===== src/rtl/master_port.sv =====
// master_port: master-side serial endpoint for the single-wire request link.
//
// Takes one read or write command from a parallel host handshake and serialises
// it towards a slave endpoint. A frame is: start (line low), wait for the slave
// ack on rx, three align cycles, the address LSB-first, one mode bit
// (1 = write), then either the write data LSB-first or a turnaround followed by
// sampling the read data from rx. Completion or an ack timeout is reported with
// a one-cycle resp_valid. The port then holds the line high for two cycles
// before it accepts the next command.
//
// Ports:
//   clk, rstn                  clock (rising edge), async active-low reset
//   req_valid / req_ready      host command handshake
//   req_write                  1 = write, 0 = read
//   req_addr, req_wdata        command address and write data
//   resp_valid                 one-cycle completion pulse
//   resp_rdata                 read data, held until the next read completion
//   resp_err                   ack timeout, qualified by resp_valid
//   tx                         serial line to slave rx, idle high
//   rx                         serial line from slave tx, idle high, low = ack
module master_port #(
  parameter int ADDR_W      = 12,
  parameter int DATA_W      = 8,
  parameter int ACK_TIMEOUT = 255
) (
  input  logic              clk,
  input  logic              rstn,
  input  logic              req_valid,
  output logic              req_ready,
  input  logic              req_write,
  input  logic [ADDR_W-1:0] req_addr,
  input  logic [DATA_W-1:0] req_wdata,
  output logic              resp_valid,
  output logic [DATA_W-1:0] resp_rdata,
  output logic              resp_err,
  output logic              tx,
  input  logic              rx
);

  localparam int WAIT_W = $clog2(ACK_TIMEOUT + 1);

  // Bit-counter thresholds, one per state that counts.
  localparam logic [4:0]        ALIGN_LAST = 5'd2;
  localparam logic [4:0]        ADDR_LAST  = 5'(ADDR_W - 1);
  localparam logic [4:0]        WR_STOP    = 5'(DATA_W);
  localparam logic [4:0]        WR_RESP    = 5'(DATA_W + 1);
  localparam logic [4:0]        RD_FIRST   = 5'd2;
  localparam logic [4:0]        RD_RESP    = 5'(DATA_W + 2);
  localparam logic [4:0]        GAP_LAST   = 5'd1;
  localparam logic [WAIT_W-1:0] WAIT_LAST  = WAIT_W'(ACK_TIMEOUT - 1);

  typedef enum logic [2:0] {
    IDLE, WAIT_ACK, ALIGN, ADDR, WDATA, RDATA, GAP
  } state_t;

  state_t              state_q, state_d;
  logic [4:0]          bit_cnt_q, bit_cnt_d;
  logic [WAIT_W-1:0]   wait_cnt_q, wait_cnt_d;
  logic                write_q, write_d;
  logic [ADDR_W-1:0]   addr_sh_q, addr_sh_d;
  // Shared data shifter: write data leaves from bit 0, read data enters at the
  // MSB, so after DATA_W shifts either direction ends up LSB-first.
  logic [DATA_W-1:0]   data_sh_q, data_sh_d;
  logic                tx_d, req_ready_d, resp_valid_d, resp_err_d;
  logic [DATA_W-1:0]   resp_rdata_d;

  // rx comes from a slave clocked by clk, so it is sampled directly.
  always_comb begin
    // NOTE: every signal gets a default before the case so no path leaves one
    // unassigned, which would otherwise infer a latch.
    state_d      = state_q;
    bit_cnt_d    = bit_cnt_q;
    wait_cnt_d   = wait_cnt_q;
    write_d      = write_q;
    addr_sh_d    = addr_sh_q;
    data_sh_d    = data_sh_q;
    tx_d         = tx;
    req_ready_d  = req_ready;
    resp_valid_d = 1'b0;
    resp_err_d   = 1'b0;
    resp_rdata_d = resp_rdata;

    unique case (state_q)
      IDLE: begin
        if (req_valid && req_ready) begin
          write_d     = req_write;
          addr_sh_d   = req_addr;
          data_sh_d   = req_wdata;
          tx_d        = 1'b0;
          req_ready_d = 1'b0;
          wait_cnt_d  = '0;
          bit_cnt_d   = '0;
          state_d     = WAIT_ACK;
        end
      end

      // The line stays low for as long as the slave stalls; an ack on the
      // same edge as the timeout is taken as an ack.
      WAIT_ACK: begin
        if (!rx) begin
          bit_cnt_d = '0;
          state_d   = ALIGN;
        end else if (wait_cnt_q == WAIT_LAST) begin
          tx_d         = 1'b1;
          resp_valid_d = 1'b1;
          resp_err_d   = 1'b1;
          bit_cnt_d    = '0;
          state_d      = GAP;
        end else begin
          wait_cnt_d = wait_cnt_q + 1'b1;
        end
      end

      // Address bit 0 goes out on the edge that leaves ALIGN.
      ALIGN: begin
        if (bit_cnt_q == ALIGN_LAST) begin
          tx_d      = addr_sh_q[0];
          addr_sh_d = addr_sh_q >> 1;
          bit_cnt_d = '0;
          state_d   = ADDR;
        end else begin
          bit_cnt_d = bit_cnt_q + 5'd1;
        end
      end

      // bit_cnt counts address bits already on the line after bit 0.
      ADDR: begin
        if (bit_cnt_q == ADDR_LAST) begin
          tx_d      = write_q;
          bit_cnt_d = '0;
          state_d   = write_q ? WDATA : RDATA;
        end else begin
          tx_d      = addr_sh_q[0];
          addr_sh_d = addr_sh_q >> 1;
          bit_cnt_d = bit_cnt_q + 5'd1;
        end
      end

      WDATA: begin
        bit_cnt_d = bit_cnt_q + 5'd1;
        if (bit_cnt_q < WR_STOP) begin
          tx_d      = data_sh_q[0];
          data_sh_d = data_sh_q >> 1;
        end else if (bit_cnt_q == WR_STOP) begin
          tx_d = 1'b1;
        end else begin
          resp_valid_d = 1'b1;
          bit_cnt_d    = '0;
          state_d      = GAP;
        end
      end

      // Release the line, skip one turnaround cycle, then sample DATA_W bits.
      RDATA: begin
        bit_cnt_d = bit_cnt_q + 5'd1;
        if (bit_cnt_q == '0) begin
          tx_d = 1'b1;
        end else if (bit_cnt_q >= RD_FIRST && bit_cnt_q < RD_RESP) begin
          data_sh_d = {rx, data_sh_q[DATA_W-1:1]};
        end else if (bit_cnt_q == RD_RESP) begin
          resp_valid_d = 1'b1;
          resp_rdata_d = data_sh_q;
          bit_cnt_d    = '0;
          state_d      = GAP;
        end
      end

      // Two high cycles so the slave is back in idle before the next start.
      GAP: begin
        if (bit_cnt_q == GAP_LAST) begin
          req_ready_d = 1'b1;
          bit_cnt_d   = '0;
          state_d     = IDLE;
        end else begin
          bit_cnt_d = bit_cnt_q + 5'd1;
        end
      end

      default: begin
        tx_d        = 1'b1;
        req_ready_d = 1'b1;
        state_d     = IDLE;
      end
    endcase
  end

  // NOTE: sequential state is updated with non-blocking assignments only, so
  // every register sees the pre-edge value of every other register.
  always_ff @(posedge clk or negedge rstn) begin
    if (!rstn) begin
      state_q    <= IDLE;
      bit_cnt_q  <= '0;
      wait_cnt_q <= '0;
      write_q    <= 1'b0;
      addr_sh_q  <= '0;
      data_sh_q  <= '0;
      tx         <= 1'b1;
      req_ready  <= 1'b1;
      resp_valid <= 1'b0;
      resp_err   <= 1'b0;
      resp_rdata <= '0;
    end else begin
      state_q    <= state_d;
      bit_cnt_q  <= bit_cnt_d;
      wait_cnt_q <= wait_cnt_d;
      write_q    <= write_d;
      addr_sh_q  <= addr_sh_d;
      data_sh_q  <= data_sh_d;
      tx         <= tx_d;
      req_ready  <= req_ready_d;
      resp_valid <= resp_valid_d;
      resp_err   <= resp_err_d;
      resp_rdata <= resp_rdata_d;
    end
  end

endmodule


===== config.mk =====
export PLATFORM = sky130hd
export DESIGN_NAME = master_port
export DESIGN_NICKNAME = d
export VERILOG_FILES = /design/src/rtl/master_port.sv
export SDC_FILE = /design/constraint.sdc
export NUM_CORES = 1
export LEC_CHECK = 0
export ABC_AREA = 1
export BUFFER_PORTS_ARGS = -buffer_cell sky130_fd_sc_hd__buf_2
export CAP_MARGIN = 5
export CORE_MARGIN = 10
export CORE_UTILIZATION = 61
export CTS_CLUSTER_SIZE = 24
export DETAILED_ROUTE_END_ITERATION = 12
export PLACE_DENSITY_LB_ADDON = 0.05
export SLEW_MARGIN = 20
export SYNTH_ARGS = -nofsm -noshare
export SYNTH_HDL_FRONTEND = slang
export SYNTH_SLANG_ARGS = --single-unit
export TNS_END_PERCENT = 20

===== constraint.sdc =====
create_clock -name clk -period 4.41 [get_ports clk]
set_input_delay 0.882 -clock clk [delete_from_list [all_inputs] [get_ports clk]]
set_output_delay 0.882 -clock clk [all_outputs]
set_load 0.05 [all_outputs]

==> metrics, run 1 <==
reg2reg path depth 9; most frequent cells in the layout nand2_1 (109), dfrtp_1 (47), inv_1 (35), buf_2 (35), nand3_1 (34); Max FO, Critical Path 24; die extent in x 90.3 um; Crit. End Element register; fmax 0.469 GHz; 1st-iter DRT viols 155; final period demand of the worst path 2.13 ns; Max IR drop VDD 0.182 mV; clock power share 0.406; Slew headroom 0.586; Seq/Total Area, Yosys 0.407; CP max stage cell dfrtp_1; wire length per cell 13.3 um; Worst Max-Slew Pin Slew 0.620 ns; synthesized area 3020 um^2; CP bufs+invs 2; final WL 6270 um; crit-path leading delay family simple AND/OR/NAND/NOR gates; postcts setup bufs 0; worst-path cell chain inv_1 > ha_1 > nand2_4 > nand2_4 > inv_2 > o21ai_2 > nand3_2 > nand2_1 > o21ai_2; Hold Path Origin data_sh_q[7]$_DFFE_PN0P_; Die Footprint 8160 um^2; WHS Path Cells 2; CTS Hold Bufs 0; worst-skew pair later-pin latency 0.30 ns; FF-to-FF End addr_sh_q[6]$_DFFE_PN0P_; Logic pwr share 0.033; Diodes inserted 0; largest stage delay on the critical path 0.43 ns; worst path required time 4.59 ns; CP startpoint kind register; Reg power frac 0.561; Crit Path Class reg2reg; die height 90.3 um; Initial Util 0.634; Sw Pwr 0.000171 W; CTS tree built; Root Buffer Master clkbuf_8; final instance area 3320 um^2; yosys warns 0; Tightest Hold Check Type reg2reg; htree depth 2; Slew Limit Fails 0; cts bufs inserted 5; Syn Nets 405; Yosys cell types 32; I/O pin count 37; RSZ-0062 raised after global routing false; global-route wire length before repair 10900 um; Leak 1.72 nW; Detail Route Antenna Nets 0; most common cell after layout, fill and taps aside nand2_1; Worst Skew 0.0103 ns; pre-CTS WS 2.27 ns; vias per cell 5.15; final routed DRC violation total 0; Critical R2R Launch state_q[0]$_DFFE_PN0P_; fin nets 440; status finished clean; max_cap viols 0; switch share 0.213; Core Rows 25; r2r setup slk 2.28 ns; Internal 0.000630 W; Power Dens Cells 241 nW/um^2; syn_area_per_cell 8.15 um^2; Fin. Hold Viols 0; final setup margin 2.28 ns; GRT Overall Usage 0.157; GPL Wtd Cong 0.889; GRT overflow 0; Initial DRT Pass Iterations 4; vias in the first global route 2320; Port Buffers 36; Clk pin slew, worst setup/hold paths 0.09 ns; cells after synthesis 370; vias after detailed routing 2434; P&R area growth vs syn 9.96%; post-cts resize count 0; CP arrival 2.31 ns; Sink Count 49; post-detail-place hpwl 4740 um; layout cells sized above 1 0.244; largest net degree at the start of global routing 50; core area 4750 um^2; Worst Hold Path EP data_sh_q[7]$_DFFE_PN0P_; clk buf depth 2; antenna violations before repair 0; Area after DPL 3200 um^2; Synth Register Bits 49; crit share post-route 0.484; Final setup viols 0; Fin Setup TNS 0 ns
-- flip-flops by register name, summed over array words and instances, names as in the netlist --
| name | count |
|---|---|
| write_q | 1 |
| bit_cnt_q | 5 |
| req_ready | 1 |
| resp_rdata | 8 |
| resp_valid | 1 |
| resp_err | 1 |
| tx | 1 |
| data_sh_q | 8 |
| wait_cnt_q | 8 |
| addr_sh_q | 12 |
| state_q | 3 |
-- metal layers --
layer / GRT usage / vias up / share of wire
met3: 0.0374 / 4 / 0.044
met2: 0.262 / 48 / 0.48
met1: 0.202 / 1125 / 0.46
li1: - / 1257 / -
met4: 0.0358 / 0 / 0.0069
met5: 0 / - / 0
-- tightest hold or removal path: stages, from the launching register on --
cell	delay [ns]
dfrtp_1	0.35
nand2_1	0.05
nand2_1	0.05
-- cells in the mapped netlist, drive strengths merged --
cell type	instances	area, um^2
dfstp	2	52.6
inv	44	170
nand4	3	33.8
xor2	7	61.3
ha	10	125
nand2	125	534
nand3	35	180
clkbuf	1	3.75
nand3b	1	7.51
nor2	21	113
mux2i	11	110
buf	7	75.1
dfrtp	47	1180
o31ai	1	7.51
mux2	2	22.5
nor3	3	15.0
o21ai	46	294
o211ai	1	7.51
a21oi	3	26.3
-- through the flow --
| stage | hold WS (ns) | util | power (W) | cells |
|---|---|---|---|---|
| floorplan | 0.442 | - | 0.000464 | 370 |
| global placement | 0.459 | 0.673 | 0.000485 | 465 |
| detailed placement | 0.465 | 0.673 | 0.000485 | 465 |
| CTS | 0.486 | 0.697 | 0.000810 | 473 |
| global route | 0.505 | 0.697 | 0.000833 | 473 |
| finish | 0.482 | 0.697 | 0.000800 | 473 |
-- final cells by class --
| type | count | area [um^2] |
|---|---|---|
| sequential | 49 | 1230 |
| multi-input combinational | 269 | 1540 |
| clock buffer | 5 | 68.8 |
| timing repair buffer | 36 | 183 |
| clock inverter | 3 | 43.8 |
| inverter | 44 | 170 |
| fill | 416 | 1440 |
| tap | 67 | 83.8 |
-- cell families (layout without fill, tap and decap cells) --
logic type               Yosys count  in the layout  share of synthesized area
AO/OA/AOI/OAI                     51             51                      0.111
XOR/XNOR                           7              7                     0.0203
adder cells (fa/ha/maj)           10             10                     0.0415
buffers and inverters             52             88                     0.0826
flip-flops                        49             49                      0.407
multiplexers                      13             13                     0.0440
AND/OR/NAND/NOR                  188            188                      0.293
-- worst max-delay path by stage --
| stage | from | endpoint | slack, ns | depth (start not counted) |
|---|---|---|---|---|
| after floorplan | req_valid | data_sh_q[5]$_DFFE_PN0P_ | 2.73 | 8 |
| after global placement | req_valid | addr_sh_q[6]$_DFFE_PN0P_ | 2.32 | 8 |
| after detailed placement | state_q[0]$_DFFE_PN0P_ | addr_sh_q[6]$_DFFE_PN0P_ | 2.27 | 9 |
| after CTS | state_q[0]$_DFFE_PN0P_ | addr_sh_q[6]$_DFFE_PN0P_ | 2.25 | 9 |
| after global routing | state_q[0]$_DFFE_PN0P_ | addr_sh_q[6]$_DFFE_PN0P_ | 2.10 | 9 |
| final | state_q[0]$_DFFE_PN0P_ | addr_sh_q[6]$_DFFE_PN0P_ | 2.28 | 9 |
-- power by group through the flow --
stage	Sequential [W]	Clock (W)	Combinational (W)
2_1_floorplan	0.000458	0	0.00000654
3_3_place_gp	0.000458	0	0.0000269
3_5_place_dp	0.000458	0	0.0000269
4_1_cts	0.000449	0.000334	0.0000270
5_1_grt	0.000449	0.000354	0.0000305
6_report	0.000449	0.000325	0.0000262
No activity file was read; power rests on OpenSTA's default activity.
==> run 2, diff against run 1 <==
--- a/config.mk
+++ b/config.mk
@@ -5,11 +5,11 @@
 export SDC_FILE = /design/constraint.sdc
 export NUM_CORES = 1
 export LEC_CHECK = 0
-export ABC_AREA = 1
+export ABC_AREA = 0
 export BUFFER_PORTS_ARGS = -buffer_cell sky130_fd_sc_hd__buf_2
 export CAP_MARGIN = 5
 export CORE_MARGIN = 10
-export CORE_UTILIZATION = 61
+export CORE_UTILIZATION = 58
 export CTS_CLUSTER_SIZE = 24
 export DETAILED_ROUTE_END_ITERATION = 12
 export PLACE_DENSITY_LB_ADDON = 0.05
==> constraint.sdc (replaced) <==
create_clock -name clk -period 2.1 [get_ports clk]
set_input_delay 0.42 -clock clk [delete_from_list [all_inputs] [get_ports clk]]
set_output_delay 0.42 -clock clk [all_outputs]
set_load 0.05 [all_outputs]
==> metrics, run 2 <==
Top reg by flops addr_sh_q; Power, Total 0.00167 W; vias in the first global route 2307; Synth top area share 0.413; wire length per cell 15.7 um; antenna violations before repair 0; Post-synth ARST share 1.00; crit share post-route 0.984; RSZ-0062 raised after global routing true; die height 90.1 um; Yosys cell types 57; Power Dens Cells 478 nW/um^2; Critical R2R Launch state_q[0]$_DFFE_PN0P_; max_cap viols 0; Final setup viols 0; vias after detailed routing 2335; GPL Wtd Cong 0.893; CP arrival 2.25 ns; CTS tree built; layout cells sized above 1 0.376; most frequent cells in the layout dfrtp_1 (45), buf_2 (36), buf_4 (34); commonest cells in the synthesized netlist dfrtp_1 (47), nand2_1 (32), mux2_2 (24), o21ai_0 (17), mux2i_1 (13); r2r setup slk 0.03 ns; Initial DRT Pass Iterations 4; hold_ws 0.0817 ns; final routed DRC violation total 0; Reg power frac 0.564; Synth Register Bits 49; core area 4750 um^2; Max IR drop VDD 0.363 mV; Post-synth EDFFs 0; worst path required time 2.28 ns; Port Buffers 36; fill count 344; Logic pwr share 0.037; Sink Count 49; Root Buffer Master clkbuf_8; 1st-iter DRT viols 177; die extent in x 90.1 um; Initial Util 0.599; cells after synthesis 281; vias per cell 5.65; Worst Max-Slew Pin Slew 0.496 ns; post-detail-place hpwl 4950 um; Area contributors post-synth dfrtp_1 (41%), mux2_2 (9.5%), mux2i_1 (4.6%); largest stage delay on the critical path 0.46 ns; Tightest Hold Check Type in2async; final WL 6480 um; Sw Pwr 0.000341 W; top-count cell post-synth dfrtp_1; yosys warns 0; Syn Nets 316; worst-skew pair later-pin latency 0.30 ns; final period demand of the worst path 2.07 ns; cts bufs inserted 5; Detail Route Antenna Nets 0; GRT Overall Usage 0.161; Yosys top cell by area dfrtp_1; Crit. End Element register; switch share 0.204; htree depth 2; syn_area_per_cell 10.1 um^2; fin nets 380; Post-Place Cells 403; I/O pin count 37; Worst Skew 0.0113 ns; Crit Path Class reg2reg; Leak 1.76 nW; most common cell after layout, fill and taps aside dfrtp_1; Internal 0.00133 W; CP max stage cell nor4_1; Fin. Hold Viols 0; Seq/Total Area, Yosys 0.432; Slew headroom 0.669; fmax 0.484 GHz; P&R area growth vs syn 23.1%; clk buf depth 2; crit path launch state_q[0]$_DFFE_PN0P_; largest net degree at the start of global routing 31; Largest register FFs 12; synthesized area 2850 um^2; GRT overflow 0; clock power share 0.399; status finished clean; CP startpoint kind register; Die Footprint 8110 um^2; global-route wire length before repair 11100 um; Post-Layout Cell Count 413; Clk pin slew, worst setup/hold paths 0.09 ns; Core Rows 25; Max FO, Critical Path 3; Diodes inserted 0; worst-path cell chain buf_4 > ha_1 > nor2b_1 > buf_4 > nor4_1 > nor4_1 > a211o_1; Slew Limit Fails 0; ys flop type dfrtp_1
[run 2: logic make-up (layout without fill, tap and decap cells)]
logic type,count (synthesis),count (layout),synth area share
compound gates,69,69,0.163
fa+ha+maj,10,10,0.0440
buf+inv,26,91,0.0440
flops,49,49,0.432
mux,38,38,0.146
simple gates,89,89,0.171
[run 2: power by group through the flow]
| stage | sequential, W | clock [W] | combinational [W] |
|---|---|---|---|
| finish | 0.000945 | 0.000668 | 0.0000616 |
| global route | 0.000945 | 0.000731 | 0.0000714 |
| CTS | 0.000945 | 0.000682 | 0.0000636 |
| detailed placement | 0.000963 | 0 | 0.0000630 |
| global placement | 0.000963 | 0 | 0.0000620 |
| floorplan | 0.000963 | 0 | 0.0000144 |
[run 2: repair_timing]
action                                 4_1_cts  5_1_grt
setup buffers                                0        2
gates resized for setup                      0       19
setup endpoints to repair                    1       29
hold buffers                                 0        0
pin swaps                                    1        2
endpoints found under the hold margin        0        0
[run 2: layer usage]
metal  global-route usage  part of all wire  vias to the layer above
met5                    0                 0                        -
met4               0.0358            0.0057                        0
met3               0.0382             0.059                        4
met2                0.260              0.48                       79
met1                0.213              0.45                     1107
li1                     -                 -                     1145
[run 2: per-stage QoR]
stage / worst slack [ns] / cell area (um^2) / setup TNS [ns] / util
after detailed placement: -0.0000115 / 3310 / -0.0000115 / 0.696
after floorplan: 0.0218 / 2850 / 0 / -
after global placement: 0.0737 / 3310 / 0 / 0.696
final: 0.0343 / 3500 / 0 / 0.737
after global routing: -0.0876 / 3500 / -0.162 / 0.737
after CTS: 0.00674 / 3420 / 0 / 0.719
[run 2: cell type report]
cell class | instances | area [um^2] | area share
Multi-Input combinational cell | 206 | 1560 | 0.445
Sequential cell | 49 | 1230 | 0.351
Timing Repair Buffer | 72 | 475 | 0.136
Tap cell | 67 | 83.8 | 0.0239
Clock buffer | 6 | 72.6 | 0.0207
Inverter | 11 | 41.3 | 0.0118
Clock inverter | 2 | 38.8 | 0.0111
[run 2: critical path, delay by kind of cell (launching register included)]
kind            cells  cell delay (ns)
simple gates        3             0.73
flops               1             0.44
buf+inv             2             0.30
compound gates      1             0.28
fa+ha+maj           1             0.22
[run 2: final timing paths]
| path | endpoint | depth (start not counted) |
|---|---|---|
| worst min-delay path | addr_sh_q[3]$_DFFE_PN0P_ | 1 |
| worst min register to register | addr_sh_q[4]$_DFFE_PN0P_ | 2 |
| max in group asynchronous | req_ready$_DFFE_PN1P_ | 2 |
| worst max register to register | bit_cnt_q[4]$_DFFE_PN0P_ | 7 |
| worst max-delay path | bit_cnt_q[4]$_DFFE_PN0P_ | 7 |
| min in group clk | addr_sh_q[11]$_DFFE_PN0P_ | 3 |
